[config.mk]
export PLATFORM = sky130hd
export DESIGN_NAME = spi_alu_frontend
export DESIGN_NICKNAME = d
export VERILOG_FILES = /design/src/rtl/spi_alu_pkg.sv /design/src/rtl/alu4.sv /design/src/rtl/spi_alu_frontend.sv
export SDC_FILE = /design/constraint.sdc
export NUM_CORES = 1
export LEC_CHECK = 0
export BUFFER_PORTS_ARGS = -buffer_cell sky130_fd_sc_hd__buf_2
export CORE_MARGIN = 2
export CORE_UTILIZATION = 25
export CTS_CLUSTER_SIZE = 20
export DETAILED_ROUTE_END_ITERATION = 10
export GPL_ROUTABILITY_DRIVEN = 0
export SYNTH_ARGS = -nofsm -noshare
export SYNTH_HDL_FRONTEND = slang
export SYNTH_SLANG_ARGS = --single-unit
[constraint.sdc]
create_clock -name clk -period 2.8 [get_ports clk]
set_input_delay 0.14 -clock clk [delete_from_list [all_inputs] [get_ports clk]]
set_output_delay 0.14 -clock clk [all_outputs]
set_load 0.01 [all_outputs]
[src/rtl/spi_alu_pkg.sv]
// Shared types and constants for the SPI-driven 4-bit ALU front end.
package spi_alu_pkg;

    localparam int         FRAME_BITS  = 12;
    localparam logic [3:0] TX_SYNC     = 4'b1010;
    localparam logic [3:0] BIT_CNT_SAT = 4'd13;

    typedef enum logic [3:0] {
        OP_ADD   = 4'd0,
        OP_SUB   = 4'd1,
        OP_AND   = 4'd2,
        OP_OR    = 4'd3,
        OP_XOR   = 4'd4,
        OP_NOT   = 4'd5,
        OP_SHL   = 4'd6,
        OP_SHR   = 4'd7,
        OP_PASSA = 4'd8,
        OP_PASSB = 4'd9
    } alu_op_e;

    typedef struct packed {
        logic carry;
        logic zero;
        logic ovf;
        logic op_err;
    } alu_flags_t;

    typedef enum logic [1:0] {
        ST_IDLE,
        ST_SHIFT,
        ST_EXEC
    } state_e;

endpackage

[src/rtl/alu4.sv]
// Combinational 4-bit ALU; opcodes outside the defined set report op_err only.
module alu4
    import spi_alu_pkg::*;
(
    input  logic [3:0] op,
    input  logic [3:0] a,
    input  logic [3:0] b,
    output logic [3:0] result,
    output logic [3:0] flags
);

    logic [4:0] wide;
    alu_flags_t f;

    always_comb begin
        wide = 5'd0;
        f    = '0;
        case (op)
            OP_ADD:   wide = {1'b0, a} + {1'b0, b};
            OP_SUB:   wide = {1'b0, a} - {1'b0, b};
            OP_AND:   wide = {1'b0, a & b};
            OP_OR:    wide = {1'b0, a | b};
            OP_XOR:   wide = {1'b0, a ^ b};
            OP_NOT:   wide = {1'b0, ~a};
            OP_SHL:   wide = {1'b0, a << b[1:0]};
            OP_SHR:   wide = {1'b0, a >> b[1:0]};
            OP_PASSA: wide = {1'b0, a};
            OP_PASSB: wide = {1'b0, b};
            default:  f.op_err = 1'b1;
        endcase
        // Bit 4 of the 5-bit difference is the borrow for SUB
        if (op == OP_ADD || op == OP_SUB) f.carry = wide[4];
        if (op == OP_ADD) f.ovf = (a[3] == b[3]) && (wide[3] != a[3]);
        if (op == OP_SUB) f.ovf = (a[3] != b[3]) && (wide[3] != a[3]);
        f.zero = !f.op_err && (wide[3:0] == 4'd0);
    end

    assign result = wide[3:0];
    assign flags  = f;

endmodule

[src/rtl/spi_alu_frontend.sv]
// Mode-0 SPI slave oversampled in clk: takes 12-bit {op,A,B} frames, latches the
// ALU result for the PWM stage and returns the previous result/flags on MISO.
module spi_alu_frontend
    import spi_alu_pkg::*;
(
    input  logic       clk,
    input  logic       rst,
    input  logic       sclk,
    input  logic       cs_n,
    input  logic       mosi,
    output logic       miso,
    output logic [3:0] alu_out,
    output logic [3:0] flags,
    output logic       result_valid,
    output logic       frame_err
);

    // [1:0] are the synchronizer stages, [2] is the delayed copy for edge detect
    logic [2:0]            sclk_sync_q, sclk_sync_d;
    logic [2:0]            cs_n_sync_q, cs_n_sync_d;
    logic [1:0]            mosi_sync_q, mosi_sync_d;
    state_e                state_q, state_d;
    logic [3:0]            bit_cnt_q, bit_cnt_d;
    logic [FRAME_BITS-1:0] rx_q, rx_d;
    logic [FRAME_BITS-1:0] tx_q, tx_d;
    logic [3:0]            alu_out_q, alu_out_d;
    alu_flags_t            flags_q, flags_d;
    logic                  result_valid_q, result_valid_d;
    logic                  frame_err_q, frame_err_d;

    logic       sclk_rise, sclk_fall, cs_rise, cs_low;
    logic [3:0] alu_res;
    alu_flags_t alu_flg;

    assign sclk_rise = sclk_sync_q[1] & ~sclk_sync_q[2];
    assign sclk_fall = ~sclk_sync_q[1] & sclk_sync_q[2];
    assign cs_rise   = cs_n_sync_q[1] & ~cs_n_sync_q[2];
    assign cs_low    = ~cs_n_sync_q[1];

    alu4 u_alu (
        .op     (rx_q[11:8]),
        .a      (rx_q[7:4]),
        .b      (rx_q[3:0]),
        .result (alu_res),
        .flags  (alu_flg)
    );

    always_ff @(posedge clk or posedge rst) begin
        if (rst) begin
            sclk_sync_q    <= 3'b000;
            cs_n_sync_q    <= 3'b111;
            mosi_sync_q    <= 2'b00;
            state_q        <= ST_IDLE;
            bit_cnt_q      <= 4'd0;
            rx_q           <= '0;
            tx_q           <= '0;
            alu_out_q      <= 4'd0;
            flags_q        <= '0;
            result_valid_q <= 1'b0;
            frame_err_q    <= 1'b0;
        end else begin
            sclk_sync_q    <= sclk_sync_d;
            cs_n_sync_q    <= cs_n_sync_d;
            mosi_sync_q    <= mosi_sync_d;
            state_q        <= state_d;
            bit_cnt_q      <= bit_cnt_d;
            rx_q           <= rx_d;
            tx_q           <= tx_d;
            alu_out_q      <= alu_out_d;
            flags_q        <= flags_d;
            result_valid_q <= result_valid_d;
            frame_err_q    <= frame_err_d;
        end
    end

    // IDLE is level-sensitive so a cs_n fall that lands during EXEC is still taken
    always_comb begin
        state_d = state_q;
        case (state_q)
            ST_IDLE:  if (cs_low) state_d = ST_SHIFT;
            ST_SHIFT: if (cs_rise)
                          state_d = (bit_cnt_q == 4'(FRAME_BITS)) ? ST_EXEC : ST_IDLE;
            ST_EXEC:  state_d = ST_IDLE;
            default:  state_d = ST_IDLE;
        endcase
    end

    always_comb begin
        sclk_sync_d    = {sclk_sync_q[1:0], sclk};
        cs_n_sync_d    = {cs_n_sync_q[1:0], cs_n};
        mosi_sync_d    = {mosi_sync_q[0], mosi};
        bit_cnt_d      = bit_cnt_q;
        rx_d           = rx_q;
        tx_d           = tx_q;
        alu_out_d      = alu_out_q;
        flags_d        = flags_q;
        result_valid_d = 1'b0;
        frame_err_d    = 1'b0;
        case (state_q)
            ST_IDLE: if (cs_low) begin
                bit_cnt_d = 4'd0;
                tx_d      = {TX_SYNC, flags_q, alu_out_q};
            end
            ST_SHIFT: begin
                if (sclk_rise) begin
                    rx_d = {rx_q[FRAME_BITS-2:0], mosi_sync_q[1]};
                    if (bit_cnt_q != BIT_CNT_SAT) bit_cnt_d = bit_cnt_q + 4'd1;
                end
                if (sclk_fall) tx_d = {tx_q[FRAME_BITS-2:0], 1'b0};
                if (cs_rise && bit_cnt_q != 4'(FRAME_BITS)) frame_err_d = 1'b1;
            end
            ST_EXEC: begin
                result_valid_d = 1'b1;
                flags_d        = alu_flg;
                if (!alu_flg.op_err) alu_out_d = alu_res;
            end
            default: ;
        endcase
    end

    assign miso         = (state_q == ST_SHIFT) && tx_q[FRAME_BITS-1];
    assign alu_out      = alu_out_q;
    assign flags        = flags_q;
    assign result_valid = result_valid_q;
    assign frame_err    = frame_err_q;

endmodule
### Word-level counts from Yosys, hierarchy flattened

Index checks and enable logic that the tools add are counted.

* logic and storage cells: 86
* bits in registers: 48
* input bits: 5
* output and inout bits: 11

* reduce and logical (&&, ||, !) cells: 16
* shifts and indexed selects: 2
* bitwise operators: 10
* equality and inequality tests: 22
* mux-type cells: 19
* add/sub/neg operators: 3

Operators with widths (number)
* $pmux W5 S10: 1
* $mux W12: 2
* $pmux W12 S2: 1
* $eq A4 B3 Y1 const B: 4
* $eq A4 B4 Y1 const B: 3
* $mux W4: 3
* $ne A2 B2 Y1 const B: 5
* $reduce_or A10 Y1: 1
* $eq A4 B2 Y1 const B: 2
* $logic_not A4 Y1: 2
* $ne A4 B4 Y1 const B: 2
* $pmux W4 S2: 1
* $mux W1: 7
* $mux W2: 3
* $reduce_and A2 Y1: 3
* $add A4 B4 Y5: 1
* $logic_and A1 B1 Y1: 5
* $sub A4 B4 Y5: 1
* $add A4 B1 Y4 const B: 1
* $and A4 B4 Y4: 1
* $eq A4 B1 Y1 const B: 1
* $not A4 Y4: 1
* $or A4 B4 Y4: 1
* $pmux W2 S2: 1
* 14 further kinds: 19

### Logic depth before layout (Yosys ltp)

Gate-level depths: netlist (run 1).

* word-level depth: 6
* depth in mapped cells: 12
* depth with buffers taken out: 11

### By module

Synthesis (run 1) repeated with hierarchy kept, for this count alone.

* cells, all modules: 259
* area total of the unflattened synthesis: 2982.9 µm²

By module, submodules not included
* spi_alu_frontend: seq. area each 1204.9 µm², area an instance 2040.7 µm², cells an instance 133, instances 1
* alu4: seq. area each 0.0 µm², area an instance 942.2 µm², cells an instance 126, instances 1

### Worst setup path before layout (run 1)

No wires, ideal clock.

* path kind: flip-flop to flip-flop
* start: reg rx_q[10]
* end: reg flags_q, in the netlist flags[2]
* slack: -0.199 ns
* arrival: 2.895 ns
* period minus slack after synthesis: 2.999 ns
* library setup time: 0.103 ns
* data required time: 2.697 ns
* stages on the path, launching flop included: 11
* buffers on the path: 1
* cells stage by stage: dfrtp_1 > buf_2 > nor3_1 > nand2_1 > a21oi_1 > fa_1 > nor2b_1 > a31oi_1 > o32ai_1 > or4_1 > o41ai_2

* word-level cells in the longest chain between the ends: 4
* elaborated cells on any way between the ends: 14
* those cells by class: eq/ne (9); mux (1); reduce/logical (4)

Ends and longest elaborated chain
* start: declaration: RTL line spi_alu_frontend.sv:24 `logic [FRAME_BITS-1:0] rx_q, rx_d;`
* start signal: assignment: RTL line spi_alu_frontend.sv:67 `rx_q <= rx_d;`
* $eq A4 B4 Y1, or another cell as far along: RTL line alu4.sv:18 `case (op)`
* $pmux W5 S10: RTL line alu4.sv:18
* $logic_not A4 Y1: RTL line alu4.sv:35 `f.zero = !f.op_err && (wide[3:0] == 4'd0);`
* $logic_and A1 B1 Y1 *: RTL line alu4.sv:35
* end signal: assignment: RTL line spi_alu_frontend.sv:70 `flags_q <= flags_d;`
* end: declaration: RTL line spi_alu_frontend.sv:27 `alu_flags_t flags_q, flags_d;`

Every way passes the cells marked *; elsewhere a longest branch is shown, timed or not.
A chain may end at the register's enable or synchronous reset.

### Worst setup path in the final report (run 1)

* start: reg rx_q[0]
* end: reg flags_q, in the netlist flags[2]

* word-level cells in the longest chain between the ends: 4
* elaborated cells on any way between the ends: 10
* those cells by class: add/sub (2); shift (2); mux (1); bitwise (3); reduce/logical (2)

Ends and longest elaborated chain
* $sub A4 B4 Y5, or another cell as far along: RTL line alu4.sv:20 `OP_SUB: wide = {1'b0, a} - {1'b0, b};`
* $pmux W5 S10 *: RTL line alu4.sv:18
* $logic_not A4 Y1 *: RTL line alu4.sv:35
* $logic_and A1 B1 Y1 *: RTL line alu4.sv:35

Marked as above.

==> key figures, run 1 <==
Yosys
  – Register area share after synthesis: 43.9%
  – Synth top area share: 41.0%
  – Synth area leaders: dfrtp_1, ha_1, mux2i_1, a21oi_1, o21ai_0
  – Synth Flop Type: dfrtp_1
  – Mean Syn Cell Area: 9.61 um2
  – Synth area leader: dfrtp_1
  – Ys Warns: 0
  – Ys async rst share: 100%
  – Mapped cell area: 2750 um2
  – Flops & latches, synth: 48
  – Synth Instances: 286
  – Synth unique cells: 53
  – Post-Syn Nets: 309
  – Number of enable flip-flop cells after synthesis: 0

Timing
  – Worst Clk Skew: 0.00801 ns
  – Relative slew margins: 20.6%
  – Number of setup violations in the final report: 0
  – FMAX: 0.371 GHz
  – Worst-Margin Slew: 1.19 ns
  – Final worst setup slack: 0.107 ns
  – RSZ-0062 raised after global routing: no
  – Final period demand of the worst path: 2.69 ns
  – Hold Fails Final Rpt: 0
  – Fin. max-slew vios: 0
  – Tcrit/Tclk final: 96.2%
  – Setup TNS: 0 ns
  – Hold slack: 0.357 ns

Die
  – Core area: 10,800 um2
  – Initial Util: 25.5%
  – Rows: 38
  – Die W: 109 um
  – Num ports: 16
  – DIE HEIGHT: 109 um
  – Die ar.: 11,800 um2

Routing
  – Final ANT Viol Nets: 0
  – # DRC: 0
  – DR vias: 2,124
  – Routed vias/inst: 4.75
  – Wirelength, routed: 6080 um
  – Avg WL per Cell: 13.6 um
  – DRT iter0 DRCs: 170
  – 1st-pass router iterations: 4

Global routing
  – Largest net degree at the start of global routing: 29
  – First-pass GRT wire length: 10,600 um
  – Initial antenna violation count: 0
  – GRT Overall Usage: 11.2%
  – Global route overflow: 0
  – Vias in the first global route: 2,133

Clock tree
  – CTS Buffer Depth: 2
  – Clock Latency Late Sink: 0.31 ns
  – Clk sinks: 48
  – Root buf cell: clkbuf_8
  – H-tree depth: 2
  – Post-CTS Setup Bufs: 0
  – CTS tree: yes
  – CTS Buf Count: 5
  – Clock transition at path regs: 0.09 ns

Power
  – Max IR drop VDD: 0.000227 V
  – Psw: 903 uW
  – Power density cells: 740 nW/um2
  – Internal: 1.43 mW
  – Gate power share: 41.1%
  – Reg power frac: 39.4%
  – Power share of the clock group: 19.5%
  – Sw Share: 38.6%
  – Leak: 1.40 nW

Setup path
  – CP Buf/Inv Count: 1
  – Crit-path max cell delay: 0.53 ns
  – FF-to-FF Start: rx_q[0]
  – R2r endpoint: flags[2]
  – Slowest stage cell, crit path: or4_4
  – WS Path Type: reg -> reg
  – Critical path, cell by cell: inv_2 > ha_1 > a21oi_2 > fa_1 > nor2b_1 > a31oi_1 > o32ai_1 > or4_4 > o41ai_2
  – Worst Path Arrival: 2.90 ns
  – CP Data Required Time: 3.01 ns
  – Critical Path End Type: register
  – R2R Setup Slk: 0.11 ns
  – CP endpoint: flags[2]
  – Critical path peak fanout: 2
  – Top delay family on crit path: compound AO/OA/AOI/OAI gates
  – Reg2reg path depth: 9
  – Critical path launch point: rx_q[0]
  – Worst Setup Start Kind: register
  – Number of cells on the critical path: 9

Placed design
  – Port bufs: 15
  – Inst Count DP: 435
  – Final HPWL DP: 4350 um
  – Pre-CTS setup slack: 0.0892 ns

Run status
  – Status: finished, final reports clean

Finish
  – Finished Layout Cells: 447
  – Area added between synthesis and finish: 14.8%
  – Final Util: 29.2%
  – Proportion of layout cells with a drive suffix above 1: 18.6%
  – Diodes inserted: 0
  – Post-layout net count: 329

Worst hold path
  – WHS Path Cells: 0
  – Worst Hold Class: reg -> reg

Job
  – Max-cap violations: 0
==> power groups by stage <==
| stage | logic [mW] | registers, mW | clock network (mW) |
|---|---|---|---|
| 3_5_place_dp | 0.933 | 0.935 | 0 |
| 4_1_cts | 0.941 | 0.922 | 0.471 |
| 6_report | 0.959 | 0.921 | 0.456 |
| 3_3_place_gp | 0.910 | 0.927 | 0 |
| 5_1_grt | 1.08 | 0.940 | 0.500 |
| 2_1_floorplan | 0.742 | 0.893 | 0 |
==> per-layer routing <==
layer  track usage [%]  part of all wire, %  vias up
met1              15.1                   48     1013
met3              2.27                  4.1       18
met5                 0                    0        -
met2              17.7                   46       53
met4              4.40                  2.6        0
li1                  -                    -     1040
==> final cells by class <==
type                            instances  area, um2
Timing Repair Buffer                   31        205
Tap cell                              140        175
Sequential cell                        48       1200
Inverter                               20       75.1
Clock inverter                          2       13.8
Multi-Input combinational cell        200       1400
Clock buffer                            6       82.6
Fill cell                            1133       7640
==> flip-flops by register name, indices dropped and copies added (netlist names) <==
register,count
bit_cnt_q,4
cs_n_sync_q,3
result_valid,1
sclk_sync_q,3
state_q,2
rx_q,12
flags,4
tx_q,12
mosi_sync_q,2
frame_err,1
alu_out,4
==> cells in the final DEF (no fill, tap or decap), types with 9 or more instances in the layout <==
master   instances
dfrtp_1         45
o21ai_0         19
a21oi_1         18
ha_1            17
nand2_1         24
a31oi_1          9
buf_4           12
inv_1           18
nor2_1          21
mux2i_1         12
buf_2           15
==> synthesized netlist by cell type, types with 2 or more instances <==
| cell | n |
|---|---|
| a21oi_1 | 19 |
| a22o_1 | 2 |
| nand4_1 | 2 |
| nor3_1 | 4 |
| nor3b_1 | 3 |
| and2_1 | 2 |
| a221oi_1 | 2 |
| nand3b_1 | 4 |
| ha_1 | 17 |
| a31oi_1 | 9 |
| o21ai_0 | 19 |
| buf_1 | 2 |
| buf_2 | 5 |
| or2_2 | 2 |
| mux2_2 | 7 |
| buf_4 | 2 |
| o22ai_1 | 2 |
| nand2b_1 | 2 |
| dfstp_2 | 3 |
| mux2i_1 | 12 |
| nor2b_1 | 7 |
| nor2_1 | 21 |
| nand3_1 | 8 |
| clkbuf_1 | 7 |
| xnor2_1 | 5 |
| dfrtp_1 | 45 |
| a22oi_1 | 2 |
| inv_1 | 20 |
| nand2_1 | 25 |
| a211oi_1 | 3 |
==> per-stage QoR <==
stage	area, um2	power, mW
4_1_cts	3150	2.33
3_5_place_dp	3010	1.87
2_1_floorplan	2770	1.64
5_1_grt	3160	2.52
3_3_place_gp	3010	1.84
6_report	3160	2.34
==> what timing repair did <==
action | in CTS | in global routing
hold buffers | 4 | 0
setup endpoints to repair | 0 | 2
resized for setup | 0 | 2
endpoints found under the hold margin | 27 | 0
==> worst min path at each step <==
stage	to	startpoint	slack, ns
2_1_floorplan	cs_n_sync_q[0]	cs_n	0.14
3_3_place_gp	mosi_sync_q[0]	rst	0.24
3_5_place_dp	mosi_sync_q[0]	rst	0.25
4_1_cts	cs_n_sync_q[1]	cs_n_sync_q[0]	0.36
5_1_grt	cs_n_sync_q[1]	cs_n_sync_q[0]	0.36
6_report	cs_n_sync_q[1]	cs_n_sync_q[0]	0.36
==> logic make-up after synthesis <==
group | share of synthesized area [%]
AO/OA/AOI/OAI | 15.7
buffers and inverters | 6.01
flip-flops | 43.9
multiplexers | 8.06
XOR/XNOR | 1.91
AND/OR/NAND/NOR | 16.0
adder cells (fa/ha/maj) | 8.47
==> worst reg2reg max path, stage by stage (launching register included) <==
cell and delay, ns:
dfrtp_1 0.37, inv_2 0.05, ha_1 0.30, a21oi_2 0.20
fa_1 0.43, nor2b_1 0.13, a31oi_1 0.16, o32ai_1 0.11
or4_4 0.53, o41ai_2 0.33
Power figures use the tool's default switching activity.
==> run 2, diff against run 1 <==
- ABC_AREA: unset -> 1
- clock period: 2.8 -> 3.4 ns (I/O delays scaled with it)
==> key figures, run 2 <==
Power
  – Max IR drop VDD: 0.000194 V (-14%)
  – Leak: 1.55 nW (+10%)
  – Power density cells: 601 nW/um2 (-19%)
  – Power consumption: 1.87 mW (-20%)

Clock tree
  – CTS Buf Count: 5 (unchanged)
  – H-tree depth: 2 (unchanged)
  – CTS resizes: 0 (unchanged)
  – CTS tree: yes
  – CTS Buffer Depth: 2 (unchanged)
  – Clock Latency Late Sink: 0.30 ns (about the same)
  – Clk sinks: 48 (unchanged)
  – Root buf cell: clkbuf_8
  – Clock transition at path regs: 0.09 ns (about the same)

Die
  – DIE HEIGHT: 109 um (about the same)
  – Die W: 109 um (about the same)
  – Die ar.: 11,800 um2 (about the same)
  – Initial Util: 25.4% (about the same)
  – Num ports: 16 (unchanged)
  – Rows: 38 (unchanged)
  – Core area: 10,800 um2 (unchanged)

Placed design
  – Pre-CTS setup slack: 0.906 ns (+0.817 ns)
  – Final HPWL DP: 4510 um (+3.6%)
  – Port bufs: 15 (unchanged)

Global routing
  – Vias in the first global route: 2,165 (+1.5%)
  – First-pass GRT wire length: 10,400 um (-1.5%)
  – Largest net degree at the start of global routing: 49 (+69%)
  – Initial antenna violation count: 0 (unchanged)
  – GRT Overall Usage: 11.0% (-0.25 points)
  – Global route overflow: 0 (unchanged)

Routing
  – Avg WL per Cell: 11.7 um (-14%)
  – DRT iter0 DRCs: 217 (+28%)
  – # DRC: 0 (unchanged)
  – Final ANT Viol Nets: 0 (unchanged)
  – Routed vias/inst: 4.51 (-5.1%)
  – 1st-pass router iterations: 4 (unchanged)
  – DR vias: 2,327 (+9.6%)
  – Wirelength, routed: 6020 um (-1.0%)

Yosys
  – Register area share after synthesis: 43.9% (about the same)
  – Ys Warns: 0 (unchanged)
  – Ys async rst share: 100% (unchanged)
  – Synth area leader: dfrtp_1
  – Synth Instances: 357 (+25%)
  – Synth area leaders: dfrtp_1, nand2_1, ha_1, nand3_1, o21ai_0
  – Mapped cell area: 2750 um2 (about the same)
  – Synth unique cells: 30 (-43%)
  – Number of enable flip-flop cells after synthesis: 0 (unchanged)
  – Synth Flop Type: dfrtp_1
  – Post-Syn Nets: 380 (+23%)
  – Mean Syn Cell Area: 7.69 um2 (-20%)
  – Flops & latches, synth: 48 (unchanged)
  – Most common library cells after synthesis: nand2_1, dfrtp_1, inv_1
  – Most frequent cell after synthesis: nand2_1
  – Synth top area share: 41.0% (about the same)

Setup path
  – FF-to-FF Start: rx_q[1]
  – Worst Setup Start Kind: register
  – R2R Setup Slk: 0.87 ns (+0.76 ns)
  – WS Path Type: reg -> reg
  – Critical Path End Type: register
  – R2r endpoint: flags[2]
  – Reg2reg path depth: 11 (+2)
  – Worst Path Arrival: 2.78 ns (-0.12 ns)
  – Critical path launch point: rx_q[1]
  – CP endpoint: flags[2]
  – CP Data Required Time: 3.65 ns (+0.64 ns)
  – Critical path peak fanout: 14 (+12)

Finish
  – Filler cells: 1,153 (+1.8%)
  – Most frequent cells in the layout: nand2_1, dfrtp_1, inv_1, nor2_1, nand3_1
  – Largest regs: rx_q x12, tx_q x12
  – Proportion of layout cells with a drive suffix above 1: 10.4% (-8.2 points)
  – Post-layout net count: 398 (+21%)
  – Area added between synthesis and finish: 13.0%
  – Reg area: 1200 um2 (unchanged)
  – Leading cell type in the layout, fill and taps excluded: nand2_1
  – Area occupied by multi-input gates: 1330 um2 (-5.1%)
  – Final Util: 28.8% (-0.49 points)
  – Diodes inserted: 0 (unchanged)

Timing
  – FMAX: 0.395 GHz (+6.3%)
  – Setup TNS: 0 ns (unchanged)
  – Hold Fails Final Rpt: 0 (unchanged)
  – RSZ-0062 raised after global routing: no
  – Hold slack: 0.107 ns (-0.250 ns)
  – Relative slew margins: 33.3% (+13 points)
  – Final worst setup slack: 0.866 ns (+0.760 ns)
  – Number of setup violations in the final report: 0 (unchanged)
  – Worst Clk Skew: 0.00589 ns (-0.00212 ns)
  – Fin. max-slew vios: 0 (unchanged)
  – Worst-Margin Slew: 1.00 ns (-0.187 ns)
  – Final period demand of the worst path: 2.53 ns (-0.160 ns)
  – Tcrit/Tclk final: 74.5% (-22 points)

Run status
  – Status: finished, final reports clean

Job
  – Max-cap violations: 0 (unchanged)

Worst hold path
  – Worst Hold Class: in -> async
==> run 2: cell count changes after synthesis, moves of 7 or more <==
cell     change
nand2_1     +65
nand3_1     +29
inv_1       +21
o21ai_0     +17
nor2_1      +16
mux2i_1     -12
a21oi_1      -7
a31oi_1      -7
mux2_2       -7
nor2b_1      -7
==> run 2: cell type report <==
| cell class | instances | area share (%) |
|---|---|---|
| Multi-Input combinational cell | 257 | 42.8 |
| Sequential cell | 48 | 38.8 |
| Tap cell | 140 | 5.65 |
| Inverter | 45 | 5.44 |
| Timing Repair Buffer | 18 | 3.39 |
| Clock buffer | 6 | 2.66 |
| Clock inverter | 2 | 1.25 |
==> run 2: worst max-delay path, cell delays in order, from the launching register on <==
cell,delay (ns)
dfrtp_1,0.44
inv_1,0.33
ha_1,0.31
o21ai_0,0.35
fa_1,0.48
nand2_1,0.08
nand2_1,0.05
nor2_1,0.08
nand3b_1,0.12
nor2_1,0.11
nand3_1,0.07
nand2_1,0.06
==> run 2: how the worst min path moves through the flow <==
stage / endpoint / slack, ns
final: result_valid / 0.11
after global placement: cs_n_sync_q[0] / 0.28
after CTS: flags[2] / 0.16
after floorplan: cs_n_sync_q[0] / 0.17
after global routing: rx_q[9] / 0.20
after detailed placement: cs_n_sync_q[0] / 0.28
==> run 2: cells by family after synthesis <==
group | after synthesis | share of synthesized area, %
compound gates | 57 | 11.1
xor+xnor | 2 | 0.638
fa+ha+maj | 18 | 8.48
buf+inv | 52 | 7.75
flops | 48 | 43.9
simple gates | 180 | 28.2
==> run 2: repair_timing <==
item	CTS	global route
hold endpoints to repair	3	0
setup endpoints to repair	0	0
hold buffers	3	0
setup buffers	0	0
==> run 2: power by group <==
part	internal, mW	switching, mW
clock network	0.241	0.194
logic	0.240	0.433
registers	0.659	0.0995
==> run 2: layer usage <==
layer	share of wire (%)	global-route usage (%)	vias up
li1	-	-	1189
met3	4.0	3.05	4
met4	0.56	1.92	0
met5	0	0	-
met1	49	14.3	1091
met2	46	18.4	43
==> run 2: through the flow <==
stage,area (um2),cells
3_3_place_gp,2950,505
2_1_floorplan,2750,357
5_1_grt,3100,516
3_5_place_dp,2950,505
6_report,3100,516
4_1_cts,3100,516
